### src/rtl/fir_accum_stage_if.sv
// Handshake bundle between the prefix-adder output, the accumulator stage and its consumer.
// The stage uses the slave modport; the upstream/downstream driver uses master.
interface fir_accum_stage_if #(
  parameter int DW   = 16,
  parameter int ACCW = 24,
  parameter int TAPS = 8
);
  localparam int TW = $clog2(TAPS);

  logic            in_valid;
  logic            in_ready;
  logic [DW-1:0]   in_data;
  logic [TW-1:0]   tap_idx;
  logic            out_valid;
  logic            out_ready;
  logic [ACCW-1:0] out_data;
  logic            out_ovf;

  modport master (
    output in_valid, in_data, out_ready,
    input  in_ready, tap_idx, out_valid, out_data, out_ovf
  );

  modport slave (
    input  in_valid, in_data, out_ready,
    output in_ready, tap_idx, out_valid, out_data, out_ovf
  );
endinterface

### src/rtl/fir_accum_stage.sv
// FIR accumulator: sums TAPS sign-extended adder beats into one registered output sample.
// Define FIR_ACCUM_SAT_EN for saturating adds with a sticky per-frame overflow flag.
module fir_accum_stage #(
  parameter int DW   = 16,
  parameter int ACCW = 24,
  parameter int TAPS = 8
) (
  input  logic           clk,
  input  logic           rst_n,
  input  logic           clr,
  fir_accum_stage_if.slave bus
);
  // state   | meaning
  // ST_ACC  | accepting beats, accumulating the current frame
  // ST_DONE | sample presented, waiting for out_ready (one-cycle bubble minimum)

  localparam int TW = $clog2(TAPS);
  localparam logic [TW-1:0] LAST_TAP = TW'(TAPS - 1);

  typedef enum logic {ST_ACC = 1'b0, ST_DONE = 1'b1} state_t;

  state_t          state, state_nxt;
  logic            in_rdy;
  logic            out_vld;
  logic [TW-1:0]   tap_idx;
  logic [ACCW-1:0] acc;
  logic [ACCW-1:0] out_data;
  logic [ACCW-1:0] sext;
  logic [ACCW-1:0] add_res;
  logic            accept;
  logic            last_beat;
  logic            first_beat;

  assign sext       = {{(ACCW-DW){bus.in_data[DW-1]}}, bus.in_data};
  assign accept     = bus.in_valid && in_rdy;
  assign first_beat = (tap_idx == '0);
  assign last_beat  = accept && (tap_idx == LAST_TAP);

  always_ff @(posedge clk or negedge rst_n) begin
    if (!rst_n) state <= ST_ACC;
    else        state <= state_nxt;
  end

  always_comb begin
    state_nxt = state;
    if (clr) begin
      state_nxt = ST_ACC;
    end else begin
      case (state)
        ST_ACC:  if (last_beat)     state_nxt = ST_DONE;
        ST_DONE: if (bus.out_ready) state_nxt = ST_ACC;
        default: state_nxt = ST_ACC;
      endcase
    end
  end

  always_comb begin
    in_rdy  = 1'b0;
    out_vld = 1'b0;
    case (state)
      ST_ACC:  in_rdy  = 1'b1;
      ST_DONE: out_vld = 1'b1;
      default: in_rdy  = 1'b1;
    endcase
  end

`ifdef FIR_ACCUM_SAT_EN
  localparam logic [ACCW-1:0] SAT_MAX = {1'b0, {(ACCW-1){1'b1}}};
  localparam logic [ACCW-1:0] SAT_MIN = {1'b1, {(ACCW-1){1'b0}}};

  logic [ACCW:0] wide_sum;
  logic          sat_hit;
  logic          frame_ovf;
  logic          out_ovf;

  // One guard bit: the top two bits disagree exactly when the signed add overflowed.
  assign wide_sum = {acc[ACCW-1], acc} + {sext[ACCW-1], sext};
  assign sat_hit  = wide_sum[ACCW] ^ wide_sum[ACCW-1];
  assign add_res  = sat_hit ? (wide_sum[ACCW] ? SAT_MIN : SAT_MAX) : wide_sum[ACCW-1:0];

  always_ff @(posedge clk or negedge rst_n) begin
    if (!rst_n) begin
      frame_ovf <= 1'b0;
      out_ovf   <= 1'b0;
    end else if (clr) begin
      frame_ovf <= 1'b0;
    end else if (accept) begin
      frame_ovf <= first_beat ? 1'b0 : (frame_ovf | sat_hit);
      if (last_beat) out_ovf <= frame_ovf | sat_hit;
    end
  end

  assign bus.out_ovf = out_ovf;
`else
  assign add_res     = acc + sext;
  assign bus.out_ovf = 1'b0;
`endif

  always_ff @(posedge clk or negedge rst_n) begin
    if (!rst_n) begin
      tap_idx  <= '0;
      acc      <= '0;
      out_data <= '0;
    end else if (clr) begin
      tap_idx  <= '0;
      acc      <= '0;
    end else if (accept) begin
      tap_idx <= tap_idx + TW'(1);
      acc     <= first_beat ? sext : add_res;
      if (last_beat) out_data <= add_res;
    end
  end

  assign bus.in_ready  = in_rdy;
  assign bus.out_valid = out_vld;
  assign bus.tap_idx   = tap_idx;
  assign bus.out_data  = out_data;
endmodule

### src/flat_wrapper.sv
// flat-port wrapper written by rule: the top's interface ports become plain ports
module fir_accum_stage_flat 
#(
  parameter int DW   = 16,
  parameter int ACCW = 24,
  parameter int TAPS = 8
)
  (clk, rst_n, clr, bus_in_valid, bus_in_data, bus_out_ready, bus_in_ready, bus_tap_idx, bus_out_valid, bus_out_data, bus_out_ovf);
  fir_accum_stage_if #(.DW(DW), .ACCW(ACCW), .TAPS(TAPS)) bus_i ();
  input  logic clk;
  input  logic rst_n;
  input  logic clr;
  input wire logic [$bits(bus_i.in_valid)-1:0] bus_in_valid;
  input wire logic [$bits(bus_i.in_data)-1:0] bus_in_data;
  input wire logic [$bits(bus_i.out_ready)-1:0] bus_out_ready;
  output wire logic [$bits(bus_i.in_ready)-1:0] bus_in_ready;
  output wire logic [$bits(bus_i.tap_idx)-1:0] bus_tap_idx;
  output wire logic [$bits(bus_i.out_valid)-1:0] bus_out_valid;
  output wire logic [$bits(bus_i.out_data)-1:0] bus_out_data;
  output wire logic [$bits(bus_i.out_ovf)-1:0] bus_out_ovf;
  assign bus_i.in_valid = bus_in_valid;
  assign bus_i.in_data = bus_in_data;
  assign bus_i.out_ready = bus_out_ready;
  assign bus_in_ready = bus_i.in_ready;
  assign bus_tap_idx = bus_i.tap_idx;
  assign bus_out_valid = bus_i.out_valid;
  assign bus_out_data = bus_i.out_data;
  assign bus_out_ovf = bus_i.out_ovf;
  fir_accum_stage #(.DW(DW), .ACCW(ACCW), .TAPS(TAPS)) u_core (.clk(clk), .rst_n(rst_n), .clr(clr), .bus(bus_i));
endmodule
### config.mk
export PLATFORM = sky130hd
export DESIGN_NAME = fir_accum_stage_flat
export DESIGN_NICKNAME = d
export VERILOG_FILES = /design/src/rtl/fir_accum_stage_if.sv /design/src/rtl/fir_accum_stage.sv /design/src/flat_wrapper.sv
export SDC_FILE = /design/constraint.sdc
export NUM_CORES = 1
export LEC_CHECK = 0
export ABC_AREA = 1
export CORE_ASPECT_RATIO = 0.7
export CORE_MARGIN = 2
export CORE_UTILIZATION = 45
export CTS_CLUSTER_DIAMETER = 60
export DETAILED_ROUTE_END_ITERATION = 8
export GPL_TIMING_DRIVEN = 1
export PLACE_DENSITY = 0.76
export SLEW_MARGIN = 20
export SYNTH_ARGS = -nofsm -noshare
export SYNTH_HDL_FRONTEND = slang
export SYNTH_SLANG_ARGS = --single-unit
export TNS_END_PERCENT = 1
### constraint.sdc
create_clock -name clk -period 2.1 [get_ports clk]
set_clock_uncertainty 0.15 [all_clocks]
set_input_delay 0.42 -clock clk [delete_from_list [all_inputs] [get_ports clk]]
set_output_delay 0.42 -clock clk [all_outputs]
set_load 0.02 [all_outputs]
-- Word-level counts from Yosys, hierarchy flattened
Index checks and enable logic that the tools add are counted.
- bits in registers: 52
- input port bits: 21
- output and inout bits: 30
- word-level logic and storage cells: 25
- add/subtract/negate cells: 2
- equal/unequal tests: 1
- multiplexer cells: 11
- bitwise logic cells: 2
- reductions and logical operators: 5
- operators with widths (kind ; count):
    24-bit two-way mux ; 3
    24-bit adder ; 1
    3-bit two-way mux ; 2
    1-bit two-way mux ; 5
    3-bit by 1-bit adder with 3-bit output (second input constant) ; 1
    3-bit == test (second input constant) ; 1
    3-bit zero test ; 1
    3-bit AND reduction ; 1
    1-bit logical AND ; 2
    1-bit NOT ; 2
    1-bit case mux with 2 select lines ; 1
    2-bit nonzero test ; 1

-- Depth between registers and ports, before layout
Gate-level depths: netlist of the first run.
- depth in word-level cells: 6
- gate-level depth with buffers: 15
- mapped depth without buffers: 15

-- Worst setup path before layout of the first run
No wires, ideal clock.
- path kind: in2reg
- start point: input port bus_in_data[0]
- end point: register u_core.acc[16]
- setup time: 116 ps
- arrival: 1796 ps
- data required time: 1834 ps
- slack: 38 ps
- stages: 15
- path buffers: 0
- cell sequence: ha_1 inv_1 fa_1 inv_1 nand3_1 nand3_2 nand2_1 nand2_2 nand2_1 nand2_1 nand2_1 nand3_1 nand2_1 nand2_1 nand2_1
- longest elaborated chain between the ends: 4
- RTL lines (item ; RTL line ; text):
    start, declared ; flat_wrapper.sv:14 ; input wire logic [$bits(bus_i.in_data)-1:0] bus_in_data;
    24-bit adder ; fir_accum_stage.sv:95 ; assign add_res = acc + sext;
    24-bit two-way mux ; fir_accum_stage.sv:109 ; acc <= first_beat ? sext : add_res;
    24-bit two-way mux ; fir_accum_stage.sv:107 ; end else if (accept) begin
    24-bit two-way mux ; fir_accum_stage.sv:104 ; end else if (clr) begin
    end signal, assigned ; fir_accum_stage.sv:109 ;
    end, declared ; fir_accum_stage.sv:26 ; logic [ACCW-1:0] acc;
No other way between the ends. The select of a mux whose other input is x is not followed.
A chain may end at the register's enable or synchronous reset.

-- Worst setup path after layout of the first run
- start point: register u_core.acc[0]
- end point: register u_core.acc[16]
- longest elaborated chain between the ends: 4
- RTL lines (item ; RTL line):
    24-bit adder ; fir_accum_stage.sv:95
    24-bit two-way mux ; fir_accum_stage.sv:109
    24-bit two-way mux ; fir_accum_stage.sv:107
    24-bit two-way mux ; fir_accum_stage.sv:104
No other way between the ends. The select of a mux whose other input is x is not followed.

==> metrics.txt, run 1 <==
# TYPE chip_impl_metric gauge
chip_impl_info{name="status",value="finished with violations"} 1
chip_impl_info{name="violations",value="negative setup slack"} 1
chip_impl_info{name="synth.top_cells.by_area",value="sky130_fd_sc_hd__dfrtp_1, sky130_fd_sc_hd__nand2_1, sky130_fd_sc_hd__ha_1, sky130_fd_sc_hd__inv_1, sky130_fd_sc_hd__nand3_1"} 1
chip_impl_metric{name="net_sw_power",unit="mW"} 1.309
chip_impl_metric{name="maxClockFrequency",unit="MHz"} 475.8
chip_impl_metric{name="effective_utilization_at_floorplan",unit=""} 0.4690
chip_impl_info{name="cts_tree",value="done"} 1
chip_impl_metric{name="drc_errors",unit=""} 0
chip_impl_metric{name="dr.pass1.iters",unit=""} 6
chip_impl_metric{name="switching_share",unit=""} 0.3757
chip_impl_info{name="critical_path.reg2reg.endpoint",value="u_core.acc[16]"} 1
chip_impl_metric{name="first_global_vias",unit=""} 4081
chip_impl_metric{name="cts-htree-levels",unit=""} 2
chip_impl_metric{name="yosysWarningCount",unit=""} 0
chip_impl_metric{name="cellPowerDensity",unit="nW/um^2"} 606.4
chip_impl_metric{name="post-route-worst-setup-slack",unit="ns"} -0.001817
chip_impl_metric{name="worst_path_largest_cell_delay",unit="ns"} 0.41
chip_impl_info{name="top_usage_layer",value="met1"} 1
chip_impl_metric{name="clkTransAtPathRegs",unit="ns"} 0.07
chip_impl_metric{name="final-max-slew-violation-count",unit=""} 0
chip_impl_metric{name="reg2reg_slack",unit="ns"} -0.002
chip_impl_metric{name="synth_compound_gate_area_share",unit=""} 0.06901
chip_impl_metric{name="port_buffers",unit=""} 49
chip_impl_metric{name="met3_track_demand_over_resource",unit=""} 0.06204
chip_impl_metric{name="drt_wirelength",unit="um"} 12880
chip_impl_info{name="worst_setup_path_end_kind",value="register"} 1
chip_impl_metric{name="power.sequential.fraction",unit=""} 0.320
chip_impl_metric{name="postSynthAreaPerCell",unit="um^2"} 6.599
chip_impl_metric{name="synth-edff-count",unit=""} 0
chip_impl_metric{name="cap_violations",unit=""} 0
chip_impl_metric{name="global_routing_usage_on_met2",unit=""} 0.4051
chip_impl_metric{name="dieHeight",unit="um"} 83.13
chip_impl_metric{name="ant_nets",unit=""} 0
chip_impl_info{name="synth_top_family_by_area",value="simple AND/OR/NAND/NOR gates"} 1
chip_impl_metric{name="final-setup-viol-count",unit=""} 1
chip_impl_metric{name="reg2reg_depth",unit=""} 15
chip_impl_metric{name="globalRouteTotalUtil",unit=""} 0.2787
chip_impl_metric{name="arrival",unit="ns"} 2.15
chip_impl_info{name="netlist.top_cell.by_area",value="sky130_fd_sc_hd__dfrtp_1"} 1
chip_impl_metric{name="antenna-diode-count",unit=""} 0
chip_impl_metric{name="numCtsBuffers",unit=""} 5
chip_impl_metric{name="iter_0_drt_violations",unit=""} 361
chip_impl_metric{name="core.rowCount",unit=""} 28
chip_impl_metric{name="final_layout_size_suffix_gt1_frac",unit=""} 0.2493
chip_impl_info{name="most_frequent_cell_on_the_critical_path",value="sky130_fd_sc_hd__nand2_2"} 1
chip_impl_info{name="hold_path.class",value="reg2reg"} 1
chip_impl_metric{name="worstHoldPathCells",unit=""} 2
chip_impl_metric{name="power.ir.vdd_worst",unit="V"} 0.0003507
chip_impl_metric{name="antenna_violations_before_repair",unit=""} 0
chip_impl_metric{name="clock_power_share",unit=""} 0.247
chip_impl_metric{name="synth_adder_area_share",unit=""} 0.08579
chip_impl_info{name="layout_common_cells",value="sky130_fd_sc_hd__nand2_1, sky130_fd_sc_hd__inv_1, sky130_fd_sc_hd__buf_4"} 1
chip_impl_metric{name="synth_net_count",unit=""} 658
chip_impl_metric{name="hold_slack",unit="ns"} 0.3322
chip_impl_metric{name="globalRouteOverflowTotal",unit=""} 0
chip_impl_metric{name="synth_xor_area_frac",unit=""} 0.02611
chip_impl_metric{name="io_pins",unit=""} 51
chip_impl_metric{name="share_comb_of_total_power",unit=""} 0.433
chip_impl_metric{name="chipWidth",unit="um"} 117.0
chip_impl_metric{name="routedWlPerCell",unit="um"} 15.30
chip_impl_info{name="setup.worst_path.class",value="reg2reg"} 1
chip_impl_metric{name="seq_area_frac_synth",unit=""} 0.3233
chip_impl_info{name="final_common_cell",value="sky130_fd_sc_hd__nand2_1"} 1
chip_impl_metric{name="cell_internal_pwr",unit="mW"} 2.175
chip_impl_metric{name="cp.required",unit="ns"} 2.14
chip_impl_metric{name="postSynthCellCount",unit=""} 610
chip_impl_metric{name="cts_sink_cnt",unit=""} 52
chip_impl_info{name="timing.hold.worst_endpoint",value="u_core.bus.out_data[21]"} 1
chip_impl_metric{name="grt_util_met1",unit=""} 0.4267
chip_impl_metric{name="cp_max_fo",unit=""} 3
chip_impl_info{name="crit_path_cell_trace",value="ha_2 -> inv_2 -> fa_2 -> inv_2 -> nand3_2 -> nand3_2 -> nand2_2 -> nand2_4 -> nand2_2 -> nand2_2 -> nand2_2 -> nand3_1 -> nand2_1 -> nand2_1 -> nand2_1"} 1
chip_impl_info{name="hold_path.startpoint",value="u_core.bus.out_data[21]"} 1
chip_impl_metric{name="ys_async_sr_fraction",unit=""} 1.000
chip_impl_info{name="cp_slowest_cell",value="sky130_fd_sc_hd__fa_2"} 1
chip_impl_metric{name="final_worst_path_cycle_share",unit=""} 1.001
chip_impl_info{name="synth-main-ff-cell",value="sky130_fd_sc_hd__dfrtp_1"} 1
chip_impl_metric{name="grt_first_pass_wirelength",unit="um"} 20840
chip_impl_info{name="unrepaired_setup_endpoints_after_global_routing",value="true"} 1
chip_impl_metric{name="dieArea",unit="um^2"} 9730
chip_impl_metric{name="ys_seq_elements",unit=""} 52
chip_impl_metric{name="design.core.area",unit="um^2"} 8583
chip_impl_metric{name="finalWorstPathRequiredPeriod",unit="ns"} 2.102
chip_impl_metric{name="post_synth_num_cell_types",unit=""} 31
chip_impl_metric{name="drt-vias-per-instance",unit=""} 5.118
chip_impl_info{name="cts_root_buf",value="sky130_fd_sc_hd__clkbuf_16"} 1
chip_impl_info{name="regToRegStartpoint",value="u_core.acc[0]"} 1
chip_impl_metric{name="via_count",unit=""} 4309
chip_impl_metric{name="yosys.area_share.simple",unit=""} 0.3926
chip_impl_metric{name="routability_congestion",unit=""} 0.9502
chip_impl_info{name="worstSetupStartpointType",value="register"} 1
chip_impl_metric{name="synthMuxAreaShare",unit=""} 0
chip_impl_metric{name="areaGrowthSynthToFinish",unit="%"} 42.74
chip_impl_metric{name="share_of_the_synthesized_area_in_the_top_cell_type",unit=""} 0.3233
chip_impl_metric{name="power_leakage",unit="nW"} 3.061
chip_impl_metric{name="largest_net_degree_at_the_start_of_global_routing",unit=""} 53
chip_impl_metric{name="cts-root-to-sink-buffers",unit=""} 2
chip_impl_metric{name="final_nets",unit=""} 769
chip_impl_metric{name="power",unit="mW"} 3.484
chip_impl_metric{name="hold_vio_cnt_final",unit=""} 0
chip_impl_metric{name="detailed_place_hpwl",unit="um"} 9338
chip_impl_metric{name="synth.cell_area",unit="um^2"} 4025
chip_impl_metric{name="clk_latency",unit="ns"} 0.30
routing by layer:
metal / routed length, um / vias to the layer above
met5: 0 / -
met4: 130 / 0
met3: 1039 / 16
met2: 5438 / 153
met1: 6273 / 2036
li1: - / 2104
worst max-delay path by stage:
stage | from | endpoint | slack, ns
3_5_place_dp | bus_in_data[0] | u_core.acc[20] | -0.57
2_1_floorplan | bus_in_data[0] | u_core.acc[16] | 0.04
6_report | u_core.acc[0] | u_core.acc[16] | -0.002
4_1_cts | bus_in_data[7] | u_core.acc[18] | 0.006
3_3_place_gp | bus_in_data[0] | u_core.acc[16] | -0.57
5_1_grt | u_core.acc[0] | u_core.acc[16] | -0.12
critical path, delay by kind of cell (launching register included):
kind / cells / cell delay [ns]
flops: 1 / 0.37
fa+ha+maj: 2 / 0.61
simple gates: 11 / 0.72
buf+inv: 2 / 0.14
state kept, by name, summed over array words and instances (netlist names):
name                 cells
u_core.acc              24
u_core.bus.out_data     24
u_core.bus.tap_idx       3
u_core.state             1
area by class of cell:
type / instances / area [um^2]
Multi-Input combinational cell: 455 / 2770
Clock inverter: 3 / 22.52
Timing Repair Buffer: 118 / 1042
Sequential cell: 52 / 1301
Inverter: 89 / 334.1
Clock buffer: 5 / 125.1
Fill cell: 717 / 2838
Tap cell: 120 / 150.1
synth_stat cells, drive strengths merged (5+ instances only):
library cell  count
a21oi            15
nand4             5
nand3            40
o21ai            29
xor2              6
buf              11
nand2           269
nor2             45
xnor2             6
inv              89
dfrtp            52
ha               26
timing repair:
item / 4_1_cts / 5_1_grt
pin swaps: 11 / 13
setup endpoints to repair: 39 / 34
hold endpoints to repair: 52 / 0
gates resized for setup: 72 / 27
buffers inserted: 4 / 1
gates cloned: 1 / 0
hold buffers: 1 / 0
stage by stage:
step	utilization	instance area [um^2]	instances	setup slack, ns	setup TNS [ns]
global route	0.6694	5746	842	-0.1223	-1.006
detailed placement	0.5930	5090	827	-0.5712	-19.03
finish	0.6694	5746	842	-0.001817	-0.001817
global placement	0.5930	5090	827	-0.5736	-17.45
CTS	0.6595	5660	841	0.006102	0
floorplan	-	4025	610	0.03798	0
logic make-up after synthesis:
family | Yosys count
flip-flops | 52
AO/OA/AOI/OAI | 50
AND/OR/NAND/NOR | 365
adder cells (fa/ha/maj) | 27
other | 1
XOR/XNOR | 12
buffers and inverters | 103
power by group through the flow:
stage	combinational [mW]	sequential (mW)	clock (mW)
2_1_floorplan	0.720	1.11	0
3_3_place_gp	1.23	1.11	0
3_5_place_dp	1.25	1.11	0
4_1_cts	1.42	1.11	0.890
5_1_grt	1.65	1.12	0.915
6_report	1.51	1.11	0.860
(Power assumes the default switching activity.)
==> run 2: changes to the inputs <==
--- a/config.mk
+++ b/config.mk
@@ -5,14 +5,13 @@
 export SDC_FILE = /design/constraint.sdc
 export NUM_CORES = 1
 export LEC_CHECK = 0
-export ABC_AREA = 1
 export CORE_ASPECT_RATIO = 0.7
 export CORE_MARGIN = 2
 export CORE_UTILIZATION = 45
 export CTS_CLUSTER_DIAMETER = 60
 export DETAILED_ROUTE_END_ITERATION = 8
 export GPL_TIMING_DRIVEN = 1
-export PLACE_DENSITY = 0.76
+export PLACE_DENSITY = 0.74
 export SLEW_MARGIN = 20
 export SYNTH_ARGS = -nofsm -noshare
 export SYNTH_HDL_FRONTEND = slang
==> constraint.sdc (replaced) <==
create_clock -name clk -period 2.05 [get_ports clk]
set_clock_uncertainty 0.15 [all_clocks]
set_input_delay 0.41 -clock clk [delete_from_list [all_inputs] [get_ports clk]]
set_output_delay 0.41 -clock clk [all_outputs]
set_load 0.02 [all_outputs]
==> metrics.txt, run 2 <==
# TYPE chip_impl_metric gauge
chip_impl_metric{name="placedCellCount",unit=""} 589
chip_impl_metric{name="detailed_place_hpwl",unit="um"} 7040
chip_impl_metric{name="dieArea",unit="um^2"} 8227
chip_impl_metric{name="final_nets",unit=""} 556
chip_impl_metric{name="antenna-diode-count",unit=""} 0
chip_impl_metric{name="cellPowerDensity",unit="nW/um^2"} 648.1
chip_impl_metric{name="dieHeight",unit="um"} 76.49
chip_impl_metric{name="maxClockFrequency",unit="MHz"} 356.9
chip_impl_metric{name="ant_nets",unit=""} 0
chip_impl_info{name="violations",value="negative setup slack"} 1
chip_impl_metric{name="drt-vias-per-instance",unit=""} 5.481
chip_impl_metric{name="synth_net_count",unit=""} 412
chip_impl_metric{name="met3_length",unit="um"} 660
chip_impl_metric{name="cap_violations",unit=""} 0
chip_impl_metric{name="globalRouteOverflowTotal",unit=""} 0
chip_impl_metric{name="worst_path_largest_cell_delay",unit="ns"} 0.40
chip_impl_metric{name="via_count",unit=""} 3327
chip_impl_info{name="hold_path.class",value="reg2reg"} 1
chip_impl_metric{name="cp_max_fo",unit=""} 4
chip_impl_metric{name="first_global_vias",unit=""} 3254
chip_impl_info{name="unrepaired_setup_endpoints_after_global_routing",value="true"} 1
chip_impl_metric{name="synth-edff-count",unit=""} 0
chip_impl_metric{name="power_leakage",unit="nW"} 2.395
chip_impl_metric{name="postSynthAreaPerCell",unit="um^2"} 9.281
chip_impl_metric{name="post_synth_num_cell_types",unit=""} 59
chip_impl_metric{name="finalWorstPathRequiredPeriod",unit="ns"} 2.802
chip_impl_info{name="setup.worst_path.class",value="reg2reg"} 1
chip_impl_metric{name="dr.pass1.iters",unit=""} 4
chip_impl_metric{name="cp.required",unit="ns"} 2.10
chip_impl_info{name="crit_path_cell_trace",value="ha_2 -> inv_2 -> fa_2 -> nor2b_4 -> o31a_4 -> nor3_4 -> o21ai_2 -> a31o_4 -> a2111oi_4 -> nor3_2 -> xnor2_1 -> o21ai_1"} 1
chip_impl_metric{name="design.core.area",unit="um^2"} 7287
chip_impl_metric{name="fillCellCount",unit=""} 530
chip_impl_metric{name="cts-htree-levels",unit=""} 2
chip_impl_metric{name="areaGrowthSynthToFinish",unit="%"} 50.56
chip_impl_metric{name="fin_tns_setup",unit="ns"} -17.09
chip_impl_metric{name="yosysWarningCount",unit=""} 0
chip_impl_info{name="worstSetupStartpointType",value="register"} 1
chip_impl_metric{name="hold_vio_cnt_final",unit=""} 0
chip_impl_metric{name="final_layout_size_suffix_gt1_frac",unit=""} 0.3163
chip_impl_metric{name="drc_errors",unit=""} 0
chip_impl_info{name="layout_top_registers",value="u_core.acc (24), u_core.bus.out_data (24), u_core.bus.tap_idx (3)"} 1
chip_impl_metric{name="route.layer.met1.wl",unit="um"} 4782
chip_impl_info{name="cp_slowest_cell",value="sky130_fd_sc_hd__dfrtp_1"} 1
chip_impl_info{name="synth_most_common_cell",value="sky130_fd_sc_hd__dfrtp_1"} 1
chip_impl_info{name="layout_common_cells",value="sky130_fd_sc_hd__buf_4, sky130_fd_sc_hd__dfrtp_1, sky130_fd_sc_hd__nand2_1"} 1
chip_impl_metric{name="chipWidth",unit="um"} 107.6
chip_impl_metric{name="post-route-worst-setup-slack",unit="ns"} -0.7517
chip_impl_info{name="synth_commonest_cells",value="sky130_fd_sc_hd__dfrtp_1, sky130_fd_sc_hd__nand2_1, sky130_fd_sc_hd__o21ai_0"} 1
chip_impl_metric{name="numCtsBuffers",unit=""} 5
chip_impl_info{name="synth.top_cells.by_area",value="sky130_fd_sc_hd__dfrtp_1, sky130_fd_sc_hd__ha_1, sky130_fd_sc_hd__nand2_1, sky130_fd_sc_hd__o21ai_0, sky130_fd_sc_hd__a21oi_1"} 1
chip_impl_metric{name="effective_utilization_at_floorplan",unit=""} 0.4636
chip_impl_info{name="status",value="finished with violations"} 1
chip_impl_info{name="netlist.top_cell.by_area",value="sky130_fd_sc_hd__dfrtp_1"} 1
chip_impl_metric{name="drt_wirelength",unit="um"} 10130
chip_impl_info{name="cts_root_buf",value="sky130_fd_sc_hd__clkbuf_8"} 1
chip_impl_metric{name="grt_first_pass_wirelength",unit="um"} 16120
chip_impl_metric{name="cts-root-to-sink-buffers",unit=""} 2
chip_impl_metric{name="port_buffers",unit=""} 49
chip_impl_metric{name="met2WireLength",unit="um"} 4585
chip_impl_metric{name="largest_net_degree_at_the_start_of_global_routing",unit=""} 53
chip_impl_metric{name="iter_0_drt_violations",unit=""} 280
chip_impl_metric{name="postSynthCellCount",unit=""} 364
chip_impl_metric{name="antenna_violations_before_repair",unit=""} 0
chip_impl_metric{name="synth.cell_area",unit="um^2"} 3378
chip_impl_metric{name="power",unit="mW"} 3.296
chip_impl_info{name="top_layer_used",value="met4"} 1
chip_impl_metric{name="ys_seq_elements",unit=""} 52
chip_impl_metric{name="clkTransAtPathRegs",unit="ns"} 0.10
chip_impl_metric{name="power.ir.vdd_worst",unit="V"} 0.0003692
chip_impl_info{name="cts_tree",value="done"} 1
chip_impl_metric{name="arrival",unit="ns"} 2.85
chip_impl_metric{name="routedWlPerCell",unit="um"} 16.69
chip_impl_info{name="synth-main-ff-cell",value="sky130_fd_sc_hd__dfrtp_1"} 1
chip_impl_metric{name="clk_latency",unit="ns"} 0.33
chip_impl_metric{name="ys_async_sr_fraction",unit=""} 1.000
chip_impl_metric{name="globalRouteTotalUtil",unit=""} 0.2487
chip_impl_metric{name="final_cell_count_no_fill",unit=""} 607
chip_impl_metric{name="share_of_the_synthesized_area_in_the_top_cell_type",unit=""} 0.3852
chip_impl_metric{name="routability_congestion",unit=""} 0.9167
chip_impl_metric{name="final-setup-viol-count",unit=""} 40
chip_impl_info{name="final_common_cell",value="sky130_fd_sc_hd__buf_4"} 1
chip_impl_metric{name="final_worst_path_cycle_share",unit=""} 1.367
chip_impl_info{name="worst_setup_path_end_kind",value="register"} 1
chip_impl_metric{name="core.rowCount",unit=""} 26
chip_impl_metric{name="cts_sink_cnt",unit=""} 52
chip_impl_metric{name="final-max-slew-violation-count",unit=""} 0
chip_impl_metric{name="seq_area_frac_synth",unit=""} 0.3852
chip_impl_metric{name="io_pins",unit=""} 51
## run 2: cell count changes after synthesis, moves of 8 or more
cell	previous run	this run
sky130_fd_sc_hd__a21oi_1	11	29
sky130_fd_sc_hd__nand2_2	14	0
sky130_fd_sc_hd__clkbuf_1	3	15
sky130_fd_sc_hd__o21ai_0	23	33
sky130_fd_sc_hd__o21ai_1	6	16
sky130_fd_sc_hd__nor2_1	33	23
sky130_fd_sc_hd__nand2_1	255	46
sky130_fd_sc_hd__inv_1	84	13
sky130_fd_sc_hd__nand3_1	36	4
sky130_fd_sc_hd__buf_2	8	0
sky130_fd_sc_hd__xnor2_1	6	14
## run 2: power by group
part           internal [mW]  leakage (nW)  switching [mW]
sequential              1.09         0.709          0.0568
clock                  0.244        0.0414           0.369
combinational          0.785          1.64           0.749
total                   2.12          2.39            1.18
## run 2: layout make-up
class / instances / area, um^2 / area share
clock inverters: 2 / 16.27 / 0.003198
multi-input cells: 283 / 2208 / 0.4342
well taps: 98 / 122.6 / 0.02411
clock buffers: 6 / 72.57 / 0.01427
inverters: 13 / 48.80 / 0.009594
flip-flops and latches: 52 / 1301 / 0.2558
repair buffers: 153 / 1316 / 0.2588
## run 2: kinds of logic after synthesis
| group | count (synthesis) | share of synthesized area |
|---|---|---|
| multiplexers | 10 | 0.03185 |
| flip-flops | 52 | 0.3852 |
| other | 1 | 0.001110 |
| AO/OA/AOI/OAI | 124 | 0.2515 |
| AND/OR/NAND/NOR | 100 | 0.1404 |
| adder cells (fa/ha/maj) | 27 | 0.1022 |
| buffers and inverters | 29 | 0.03333 |
| XOR/XNOR | 21 | 0.05445 |
## run 2: worst paths after layout
| kind | endpoint | cells after the start | startpoint | slack, ns |
|---|---|---|---|---|
| min reg2reg | u_core.bus.out_data[3] | 2 | u_core.bus.out_data[3] | 0.34 |
| max in group asynchronous | u_core.acc[7] | 3 | rst_n | 1.05 |
| min | u_core.bus.out_data[3] | 2 | u_core.bus.out_data[3] | 0.34 |
| max reg2reg | u_core.acc[20] | 12 | u_core.acc[0] | -0.75 |
| max | u_core.acc[20] | 12 | u_core.acc[0] | -0.75 |
| min in group asynchronous | u_core.bus.out_data[0] | 3 | rst_n | 0.46 |
## run 2: through the flow
step / area [um^2] / hold WS [ns] / utilization / setup WS [ns]
final: 5086 / 0.3358 / 0.6980 / -0.7517
after global routing: 5086 / 0.3636 / 0.6980 / -0.8838
after CTS: 5015 / 0.3413 / 0.6882 / -0.7243
after detailed placement: 4668 / 0.2762 / 0.6406 / -1.261
after global placement: 4668 / 0.2748 / 0.6406 / -1.142
after floorplan: 3381 / -0.03559 / - / -0.5770
## run 2: routing by layer
metal	up-vias	GRT usage
met5	-	0
met4	0	0.06795
met3	9	0.04448
met2	121	0.3755
met1	1604	0.3655
li1	1593	-
## run 2: what timing repair did
| action | 4_1_cts | 5_1_grt |
|---|---|---|
| hold buffers | 1 | 0 |
| setup buffers | 5 | 4 |
| endpoints found under the hold margin | 52 | 0 |
| pin swaps | 26 | 10 |
| resized for setup | 46 | 5 |
| setup endpoints to repair | 42 | 41 |
## run 2: critical path, delay by kind of cell, from the launching register on
family	cells	cell delay (ns)
xor gates and xnor gates	1	0.19
DFF	1	0.40
buffers and inverters	1	0.05
and+or+nand+nor	3	0.36
adders and majority gates	2	0.42
AOI/OAI and AO/OA	5	1.11
==> run 3: changes to the inputs <==
--- a/config.mk
+++ b/config.mk
@@ -5,7 +5,7 @@
 export SDC_FILE = /design/constraint.sdc
 export NUM_CORES = 1
 export LEC_CHECK = 0
-export CORE_ASPECT_RATIO = 0.7
+export CORE_ASPECT_RATIO = 0.9
 export CORE_MARGIN = 2
 export CORE_UTILIZATION = 45
 export CTS_CLUSTER_DIAMETER = 60
==> metrics.txt, run 3 (synthesis results as in run 2) <==
# TYPE chip_impl_metric gauge
chip_impl_metric{name="dr.pass1.iters",unit=""} 4
chip_impl_metric{name="reg2reg_depth",unit=""} 12
chip_impl_info{name="final_common_cell",value="sky130_fd_sc_hd__buf_4"} 1
chip_impl_info{name="setup.worst_path.end",value="u_core.acc[16]"} 1
chip_impl_info{name="cts_root_buf",value="sky130_fd_sc_hd__clkbuf_8"} 1
chip_impl_metric{name="cts-htree-levels",unit=""} 2
chip_impl_info{name="unrepaired_setup_endpoints_after_global_routing",value="true"} 1
chip_impl_metric{name="dieHeight",unit="um"} 86.20
chip_impl_metric{name="grt_first_pass_wirelength",unit="um"} 15010
chip_impl_metric{name="post-route-worst-setup-slack",unit="ns"} -0.6467
chip_impl_info{name="regToRegStartpoint",value="u_core.acc[0]"} 1
chip_impl_metric{name="via_count",unit=""} 3207
chip_impl_metric{name="final_worst_path_cycle_share",unit=""} 1.315
chip_impl_info{name="hold_path.startpoint",value="u_core.bus.out_data[9]"} 1
chip_impl_metric{name="detailed_place_hpwl",unit="um"} 6638
chip_impl_metric{name="final-max-slew-violation-count",unit=""} 0
chip_impl_info{name="worstSetupStartpointType",value="register"} 1
chip_impl_metric{name="cellPowerDensity",unit="nW/um^2"} 640.0
chip_impl_metric{name="largest_net_degree_at_the_start_of_global_routing",unit=""} 35
chip_impl_metric{name="antenna-diode-count",unit=""} 0
chip_impl_info{name="worst_setup_path_end_kind",value="register"} 1
chip_impl_info{name="cts_tree",value="done"} 1
chip_impl_metric{name="worstHoldPathCells",unit=""} 2
chip_impl_metric{name="core.rowCount",unit=""} 29
chip_impl_info{name="layout_top_registers",value="u_core.acc (24), u_core.bus.out_data (24), u_core.bus.tap_idx (3)"} 1
chip_impl_info{name="hold_path.class",value="reg2reg"} 1
chip_impl_metric{name="cap_violations",unit=""} 0
chip_impl_info{name="violations",value="negative setup slack"} 1
chip_impl_metric{name="io_pins",unit=""} 51
chip_impl_metric{name="design.core.area",unit="um^2"} 7148
chip_impl_metric{name="final_util",unit=""} 0.6960
chip_impl_info{name="status",value="finished with violations"} 1
chip_impl_metric{name="first_global_vias",unit=""} 3133
chip_impl_metric{name="routedWlPerCell",unit="um"} 15.10
chip_impl_metric{name="numCtsBuffers",unit=""} 5
chip_impl_metric{name="globalRouteTotalUtil",unit=""} 0.2307
chip_impl_metric{name="drt_wirelength",unit="um"} 8922
chip_impl_metric{name="cp.required",unit="ns"} 2.10
chip_impl_metric{name="drc_errors",unit=""} 0
chip_impl_info{name="setup.worst_path.class",value="reg2reg"} 1
chip_impl_info{name="critical_path.reg2reg.endpoint",value="u_core.acc[16]"} 1
chip_impl_metric{name="final_nets",unit=""} 545
chip_impl_metric{name="power_leakage",unit="nW"} 2.325
chip_impl_metric{name="port_buffers",unit=""} 49
chip_impl_metric{name="antenna_violations_before_repair",unit=""} 0
chip_impl_metric{name="cts-root-to-sink-buffers",unit=""} 2
chip_impl_metric{name="areaGrowthSynthToFinish",unit="%"} 47.26
chip_impl_metric{name="final_layout_size_suffix_gt1_frac",unit=""} 0.3032
chip_impl_metric{name="arrival",unit="ns"} 2.75
chip_impl_metric{name="cp_max_fo",unit=""} 4
chip_impl_metric{name="ant_nets",unit=""} 0
chip_impl_metric{name="clkTransAtPathRegs",unit="ns"} 0.11
chip_impl_metric{name="chipWidth",unit="um"} 95.33
chip_impl_metric{name="power.ir.vdd_worst",unit="V"} 0.0003582
chip_impl_metric{name="globalRouteOverflowTotal",unit=""} 0
chip_impl_metric{name="effective_utilization_at_floorplan",unit=""} 0.4726
chip_impl_metric{name="reg2reg_slack",unit="ns"} -0.65
chip_impl_metric{name="final-setup-viol-count",unit=""} 36
chip_impl_info{name="layout_common_cells",value="sky130_fd_sc_hd__buf_4, sky130_fd_sc_hd__dfrtp_1, sky130_fd_sc_hd__nand2_1"} 1
chip_impl_metric{name="power",unit="mW"} 3.184
chip_impl_metric{name="routability_congestion",unit=""} 0.9026
chip_impl_metric{name="maxClockFrequency",unit="MHz"} 370.8
chip_impl_info{name="worst_setup_path_startpoint",value="u_core.acc[0]"} 1
chip_impl_metric{name="iter_0_drt_violations",unit=""} 174
chip_impl_metric{name="cts_sink_cnt",unit=""} 52
chip_impl_metric{name="drt-vias-per-instance",unit=""} 5.426
chip_impl_metric{name="clk_latency",unit="ns"} 0.31
chip_impl_metric{name="finalWorstPathRequiredPeriod",unit="ns"} 2.697
chip_impl_metric{name="dieArea",unit="um^2"} 8217
chip_impl_metric{name="hold_vio_cnt_final",unit=""} 0
==> run 3: how the worst min path moves through the flow <==
stage,end
after floorplan,u_core.acc[0]
after global placement,u_core.acc[0]
after detailed placement,u_core.acc[0]
after CTS,u_core.bus.out_data[9]
after global routing,u_core.bus.out_data[12]
final,u_core.bus.out_data[9]
==> run 3: layer usage <==
layer,vias to the layer above,global-route usage,routed length [um]
met5,-,0,0
met1,1556,0.3484,4254
met2,79,0.3464,4106
met3,6,0.03739,481
met4,0,0.05534,80
li1,1566,-,-
==> run 3: report_power, final <==
group | switching (mW) | internal [mW] | leakage (nW)
combinational | 0.688 | 0.747 | 1.57
clock | 0.365 | 0.240 | 0.0479
sequential | 0.0532 | 1.09 | 0.709
total | 1.11 | 2.08 | 2.32
==> run 3: area by class of cell <==
| class | count | area (um^2) |
|---|---|---|
| multi-input combinational | 283 | 2188 |
| fill | 514 | 2173 |
| sequential | 52 | 1301 |
| timing repair buffer | 142 | 1232 |
| tap | 93 | 116.4 |
| clock buffer | 5 | 68.82 |
| inverter | 13 | 48.80 |
| clock inverter | 3 | 18.77 |
==> run 3: what timing repair did <==
action / in CTS / in global routing
cloned: 0 / 0
hold buffers: 1 / 0
setup endpoints to repair: 41 / 41
endpoints found under the hold margin: 18 / 0
pin swaps: 17 / 5
setup buffers: 2 / 1
gates resized for setup: 30 / 19
==> run 3: stage by stage <==
stage | area (um^2) | hold WS [ns] | setup slack, ns | setup TNS [ns] | instances
after floorplan | 3381 | -0.03559 | -0.5770 | -9.632 | 364
after global placement | 4637 | 0.2311 | -1.154 | -35.12 | 579
after detailed placement | 4637 | 0.2418 | -1.211 | -38.21 | 579
after CTS | 4877 | 0.3434 | -0.6517 | -14.64 | 590
after global routing | 4975 | 0.3658 | -0.7851 | -19.00 | 591
final | 4975 | 0.3346 | -0.6467 | -14.54 | 591
==> run 3: critical path, stage by stage (launching register included) <==
cell and delay, ns:
sky130_fd_sc_hd__dfrtp_1 0.39, sky130_fd_sc_hd__ha_2 0.18, sky130_fd_sc_hd__inv_2 0.06, sky130_fd_sc_hd__fa_2 0.22, sky130_fd_sc_hd__nor2b_4 0.05, sky130_fd_sc_hd__o31a_4 0.29, sky130_fd_sc_hd__nor3_4 0.20, sky130_fd_sc_hd__o21ai_2 0.10
sky130_fd_sc_hd__a31o_4 0.26, sky130_fd_sc_hd__nand3_2 0.10, sky130_fd_sc_hd__a311oi_2 0.10, sky130_fd_sc_hd__xor2_1 0.19, sky130_fd_sc_hd__a221o_1 0.30
